===== src/rtl/mem_stage_pkg.sv =====
// Shared types and constants for the MEM pipeline stage.
// Holds the FSM state encoding, alignment mask and default widths.
package mem_stage_pkg;

  typedef enum logic {
    IDLE   = 1'b0,
    ACCESS = 1'b1
  } state_t;

  localparam logic [1:0] MISALIGN_MASK = 2'b11;

  localparam int DEF_DATA_W  = 32;
  localparam int DEF_ADDR_W  = 10;
  localparam int DEF_TIMEOUT = 16;

endpackage


===== src/rtl/mem_timeout_counter.sv =====
// Saturating wait counter for outstanding memory accesses.
// expired is high while the count sits on the last permitted wait cycle.
module mem_timeout_counter
  import mem_stage_pkg::*;
#(
  parameter int TIMEOUT = DEF_TIMEOUT
) (
  input  logic clk,
  input  logic rst_n,
  input  logic clear,
  input  logic enable,
  output logic expired
);

  localparam int CW = $clog2(TIMEOUT + 1);
  localparam logic [CW-1:0] LAST = CW'(TIMEOUT - 1);

  logic [CW-1:0] count_q;

  assign expired = (count_q == LAST);

  // Holds at LAST instead of wrapping; the FSM leaves ACCESS on that cycle anyway.
  always_ff @(posedge clk) begin
    if (!rst_n) begin
      count_q <= '0;
    end else if (clear) begin
      count_q <= '0;
    end else if (enable && !expired) begin
      count_q <= count_q + 1'b1;
    end
  end

endmodule


===== src/rtl/mem_access_stage.sv =====
// MEM pipeline stage: word load/store over a req/ack data-memory port,
// with pass-through of ALU results, misalignment and timeout reporting.
module mem_access_stage
  import mem_stage_pkg::*;
#(
  parameter int DATA_W  = DEF_DATA_W,
  parameter int ADDR_W  = DEF_ADDR_W,
  parameter int TIMEOUT = DEF_TIMEOUT
) (
  input  logic              clk,
  input  logic              rst_n,
  input  logic              ex_valid,
  input  logic              SelectMem,
  input  logic              WE,
  input  logic [DATA_W-1:0] ALURESULT,
  input  logic [DATA_W-1:0] Data2,
  output logic              stall,
  output logic              mem_req,
  output logic              mem_we,
  output logic [ADDR_W-1:0] mem_addr,
  output logic [DATA_W-1:0] mem_wdata,
  input  logic [DATA_W-1:0] mem_rdata,
  input  logic              mem_ack,
  output logic              wb_valid,
  output logic [DATA_W-1:0] Data5,
  output logic              misalign,
  output logic              bus_err
);

  state_t            state_q;
  logic [DATA_W-1:0] alu_q;
  logic              aligned;
  logic              start_mem;
  logic              waiting;
  logic              expired;

  assign aligned   = ((ALURESULT[1:0] & MISALIGN_MASK) == 2'b00);
  assign start_mem = (state_q == IDLE) && ex_valid && SelectMem && aligned;
  assign waiting   = (state_q == ACCESS) && !mem_ack;
  // Gated by reset so the stage reports no stall while held in reset.
  assign stall     = rst_n && (start_mem || waiting);

  mem_timeout_counter #(
    .TIMEOUT (TIMEOUT)
  ) u_timeout (
    .clk     (clk),
    .rst_n   (rst_n),
    .clear   (start_mem),
    .enable  (waiting),
    .expired (expired)
  );

  always_ff @(posedge clk) begin
    if (!rst_n) begin
      state_q   <= IDLE;
      mem_req   <= 1'b0;
      mem_we    <= 1'b0;
      mem_addr  <= '0;
      mem_wdata <= '0;
      alu_q     <= '0;
      wb_valid  <= 1'b0;
      Data5     <= '0;
      misalign  <= 1'b0;
      bus_err   <= 1'b0;
    end else begin
      wb_valid <= 1'b0;
      misalign <= 1'b0;
      bus_err  <= 1'b0;
      case (state_q)
        IDLE: begin
          if (ex_valid) begin
            if (!SelectMem) begin
              wb_valid <= 1'b1;
              Data5    <= ALURESULT;
            end else if (!aligned) begin
              misalign <= 1'b1;
            end else begin
              mem_req   <= 1'b1;
              mem_we    <= WE;
              mem_addr  <= ALURESULT[ADDR_W+1:2];
              mem_wdata <= Data2;
              alu_q     <= ALURESULT;
              state_q   <= ACCESS;
            end
          end
        end
        ACCESS: begin
          // Ack is checked first so a completion on the last wait cycle beats the timeout.
          if (mem_ack) begin
            mem_req  <= 1'b0;
            mem_we   <= 1'b0;
            wb_valid <= 1'b1;
            Data5    <= mem_we ? alu_q : mem_rdata;
            state_q  <= IDLE;
          end else if (expired) begin
            mem_req <= 1'b0;
            mem_we  <= 1'b0;
            bus_err <= 1'b1;
            state_q <= IDLE;
          end
        end
        default: state_q <= IDLE;
      endcase
    end
  end

endmodule

===== config.mk =====
export PLATFORM = sky130hd
export DESIGN_NAME = mem_access_stage
export DESIGN_NICKNAME = d
export VERILOG_FILES = /design/src/rtl/mem_stage_pkg.sv /design/src/rtl/mem_timeout_counter.sv /design/src/rtl/mem_access_stage.sv
export SDC_FILE = /design/constraint.sdc
export NUM_CORES = 1
export LEC_CHECK = 0
export CORE_MARGIN = 1.5
export CORE_UTILIZATION = 42
export CTS_CLUSTER_DIAMETER = 200
export DETAILED_ROUTE_END_ITERATION = 6
export PLACE_DENSITY_LB_ADDON = 0.25
export SYNTH_ARGS = -nofsm -noshare
export SYNTH_HDL_FRONTEND = slang
export SYNTH_SLANG_ARGS = --single-unit

===== constraint.sdc =====
create_clock -name clk -period 2.15 [get_ports clk]
set_clock_uncertainty 0.05 [all_clocks]
set_input_delay 0.5375 -clock clk [delete_from_list [all_inputs] [get_ports clk]]
set_output_delay 0.5375 -clock clk [all_outputs]
set_load 0.01 [all_outputs]

# After elaboration in Yosys (flattened, before gate mapping)
# Cells that the tools add are included.
# word_totals
input_bits	102
out_inout_bits	80
word_cells	66
romBits	0
regBits	117
memories	0
mem_bits_rw	0
latchBits	0
# op_classes
magnitude_cmp	0
bitwise_logic	4
n_div	0
eq_ne	7
n_shift	0
muxes	27
addsub	1
n_mul	0
n_reduce_logical	16
# ops
operator	n
two-way mux 32 bit	4
case mux 32 bit (2 select lines)	1
two-way mux 1 bit	18
!= test 2 bit, second input constant	5
case mux 1 bit (2 select lines)	4
AND reduction 4 bit	2
logical AND 1 bit	6
adder 5 x 1 -> 5 bit, second input constant	1
== test 5 x 4 -> 1 bit, second input constant	1
NOT 1 bit	4
OR reduction 4 bit	1
!= test 3 x 2 -> 1 bit, second input constant	1
AND reduction 3 bit	1
OR reduction 3 bit	1
zero test 1 bit	2
zero test 2 bit	1
OR reduction 2 bit	1
logical OR 1 bit	1

# Logic depth before layout (Yosys ltp)
# depth
word_depth	6
ltp_mapped	6
mapped_depth_nobuf	6

# Cells and area by module
# From an unflattened synthesis, not the netlist that was laid out.
# unflattened
cells_unflattened	483
hier_area_um2	4675.7
# by_module_without_submodules
mod	n_inst	cells_per_inst	area_each_um2	seq_area_each_um2
mem_access_stage	1	457	4434.3	2042.0
mem_timeout_counter	1	26	241.5	100.1

# Worst setup path after synthesis
# OpenSTA, ideal clock, no wires.
# synth_path
path_type	reg-to-reg
startpoint	register u_timeout.count_q[0]
endpoint	register u_timeout.count_q[3]
arrival_time_ps	1750
setup_ps	70
period_less_slack_ps	1869
setup_slack_ps	281
stages_incl_launch_ff	7
required_time_ps	2030
path_buffers	0
path_cell_list	dfxtp_1 -> ha_1 -> and3_1 -> ha_1 -> or3b_1 -> or3_1 -> a21oi_1
# synth_between
elab_chain_cells	3
word_cells_on_any_way	4
classes_between	add/sub: 1; eq/ne: 1; reduce/logical: 2
# synth_lines
item	line	text
start, declared	mem_timeout_counter.sv:18	logic [CW-1:0] count_q;
start signal, assigned	mem_timeout_counter.sv:29	count_q <= count_q + 1'b1;
== test 5 x 4 -> 1 bit	mem_timeout_counter.sv:20	assign expired = (count_q == LAST);
via expired	mem_access_stage.sv:35	logic expired;
zero test 1 bit	mem_timeout_counter.sv:28	end else if (enable && !expired) begin
logical AND 1 bit	mem_timeout_counter.sv:28	
# The timed path passes the listed nets, and every way through them passes these cells.
# A chain may end at the register's enable or synchronous reset.

# Worst setup path after layout
# layout_path
startpoint	input ALURESULT[0]
endpoint	output stall
# layout_between
elab_chain_cells	4
# layout_lines
item	line	text
start, declared	mem_access_stage.sv:15	input logic [DATA_W-1:0] ALURESULT,
zero test 2 bit	mem_access_stage.sv:37	assign aligned = ((ALURESULT[1:0] & MISALIGN_MASK) == 2'b00);
logical AND 1 bit	mem_access_stage.sv:38	assign start_mem = (state_q == IDLE) && ex_valid && SelectMem && aligned;
logical OR 1 bit	mem_access_stage.sv:41	assign stall = rst_n && (start_mem || waiting);
logical AND 1 bit	mem_access_stage.sv:41	
end, declared	mem_access_stage.sv:17	output logic stall,
# Every way passes these cells.

==> impl_results.md <==
* Crit end category: output pin
* Post-DP HPWL at a little over 8 mm
* DR vias at between 3k and 4k
* Number of enable flip-flop cells after synthesis at 0
* Flop pwr share at 53.9%
* Switching share of power at 23.5%
* Post-synth top cells: dfxtp_1, a22o_1, nor2_1
* Seq/Total Area, Yosys at 52.0%
* CP Data Required Time at 1.56 ns
* Final critical-path required period at 2.08 ns
* CTS root buf: clkbuf_8
* Core box area at about 0.0094 mm^2
* Die Span Y at 102 um
* Distinct cells, synth at 33
* GR Overflow Total at 0
* First-pass GRT wire length at 17.7 mm
* Global Route Usage Sum at approximately 22%
* H-tree levels at 3
* Insertion delay to the later sink of the worst-skew pair at 0.35 ns
* Vias in the first global route at about 3.6k
* Syn_area_per_cell at 10.7 um^2
* Ant. Diodes at 0
* Via/cell ratio at between 5 and 6
* Fin. max-slew vios at 0
* Share of layout cells above drive strength 1 at 8.48%
* Max Root-Sink Buffers at 2
* Peak supply drop at 0.392 mV
* Initial antenna violation count at 0
* Hold Vio Cnt, Final at 0
* Post-route cell area at 0.00632 mm^2
* Rows at 35
* Pre-antenna DRT Iters at 4
* Worst Hold Class: flip-flop to flip-flop
* FMAX at 0.482 GHz
* Cts bufs inserted at 9
* Clock power frac at 30.7%
* Lkg Pwr at 2.38 nW
* Largest net degree at the start of global routing at 53
* Synth Warn # at 0
* Max-cap viol count at 0
* Post-route ant nets at 0
* Switching power at 0.908 mW
* Critical Path Fanout Max at 2
* Fillers at roughly 800
* Yosys top cell area share at 52.0%
* Clock transition at path regs at around 0.090 ns
* Average wire per standard cell at 16.5 um
* Main synth FF type: dfxtp_1
* PortBufs at roughly 180
* Synth area leader: dfxtp_1
* GP Congestion at 0.767
* Placed Area at 0.00612 mm^2
* Final wirelength at between 10 and 15 mm
* Flop and latch count out of synthesis at 107
* CTS Hold Bufs at 0
* Synth area leaders: dfxtp_1, a22o_1, mux2i_1
* Status: finished clean
* Starting Density at 44.0%
* Setup Crit Path Kind: input port to output pin
* PwrDens at about 610 mW/mm^2
* Worst slew margin at 65.1%
* Die X at about 100 um
* RSZ-0062 raised after global routing: false
* TritonCTS clock tree: done
* CTS sink count at 107
* Final net count at around 670
* Worst-Margin Slew at 0.523 ns
* Worst setup margin at 0.0750 ns
* Type of origin of the critical path: input port
* Post-Syn Area at 0.00412 mm^2
* Finished Layout Cells at 695
* Setup-failing EPs final at 0
* Cells after DPL at approximately 680
* Count leader, synth: dfxtp_1
* Comb pwr share at 15.5%
* Gate Count Post-Synth at 386
* # IOs at 182
* Area delta synth->final at 53.5%
* Number of remaining DRC errors at 0
* Internal at just under 3 mW
* Crit share post-route at 96.5%
* Synth Net Count at 490
* Async set-reset flop share out of synthesis at 0%
* Initial drt markers at 137
* Die area at ~0.010 mm^2
* Worst path arrival time at 1.49 ns
* Worst slack at placement at -0.399 ns
-- placed cells by master (no fill, tap or decap), types with 4 or more instances in the layout --
cell / count
clkdlybuf4s50_1: 178
dfxtp_1: 105
a22o_1: 94
nor2_1: 39
a21oi_1: 34
mux2i_1: 33
buf_4: 19
clkbuf_8: 9
buf_12: 6
nand2_1: 4
-- metrics by stage --
step / hold slack, ns / TNS, ns / power [mW] / util [%]
after CTS: 0.428 / 0 / 3.91 / 67.3
after global routing: 0.440 / 0 / 4.01 / 67.4
after detailed placement: 0.402 / -4.86 / 2.72 / 65.3
after global placement: 0.399 / -4.11 / 2.71 / 65.3
final: 0.421 / 0 / 3.86 / 67.4
after floorplan: 0.380 / 0 / 2.34 / -
-- critical path: stages --
cell and delay, ns:
clkdlybuf4s50_1 0.43, nor2_1 0.20, nand2_2 0.08, a21oi_2 0.11, buf_2 0.13
-- cell type report --
| type | count | area, um^2 | area share (%) |
|---|---|---|---|
| Clock inverter | 4 | 51.3 | 0.812 |
| Tap cell | 129 | 161 | 2.55 |
| Inverter | 3 | 11.3 | 0.178 |
| Sequential cell | 107 | 2140 | 33.9 |
| Clock buffer | 11 | 131 | 2.08 |
| Timing Repair Buffer | 206 | 2070 | 32.8 |
| Multi-Input combinational cell | 235 | 1750 | 27.6 |
-- what timing repair did --
action	CTS	global route
endpoints found under the setup margin	1	1
buffers inserted	1	0
hold endpoints to repair	0	0
pin swaps	1	1
gates resized for setup	4	5
-- final timing paths --
path | startpoint | end | slack (ns) | depth (start not counted)
setup reg to reg | u_timeout.count_q[0]$_SDFFE_PP0P_ | u_timeout.count_q[3]$_SDFFE_PP0P_ | 0.15 | 6
setup / recovery | ALURESULT[0] | stall | 0.07 | 5
hold / removal | alu_q[1]$_SDFFE_PN0P_ | alu_q[1]$_SDFFE_PN0P_ | 0.42 | 1
hold reg to reg | alu_q[1]$_SDFFE_PN0P_ | alu_q[1]$_SDFFE_PN0P_ | 0.42 | 1
-- layer usage --
layer  track usage (%)  up-vias  part of all wire (%)
li1                  -     1770                     -
met1              27.8     1740                    44
met2              36.2      109                    50
met3              4.10       17                   4.8
met4              7.27        0                   1.6
met5                 0        -                     0
-- power by group through the flow --
| stage | sequential [mW] | combinational, mW | clock (mW) |
|---|---|---|---|
| 6_report | 2.08 | 0.597 | 1.19 |
| 5_1_grt | 2.09 | 0.641 | 1.29 |
| 3_5_place_dp | 2.13 | 0.595 | 0 |
| 3_3_place_gp | 2.12 | 0.585 | 0 |
| 4_1_cts | 2.08 | 0.599 | 1.23 |
| 2_1_floorplan | 2.14 | 0.202 | 0 |
-- cell families after synthesis --
family / share of synthesized area (%)
AO/OA/AOI/OAI: 25.8
AND/OR/NAND/NOR: 6.87
buffers and inverters: 6.26
XOR/XNOR: 0.425
flip-flops: 52.0
multiplexers: 8.02
adder cells (fa/ha/maj): 0.607
-- sequential cells by signal (all words and copies together), names as in the netlist --
name and count:
wb_valid 1, mem_req 1, mem_wdata 32, Data5 32, mem_we 1, misalign 1, mem_addr 9, alu_q 23
state_q 1, bus_err 1, u_timeout.count_q 5
Power figures use the tool's default switching activity.
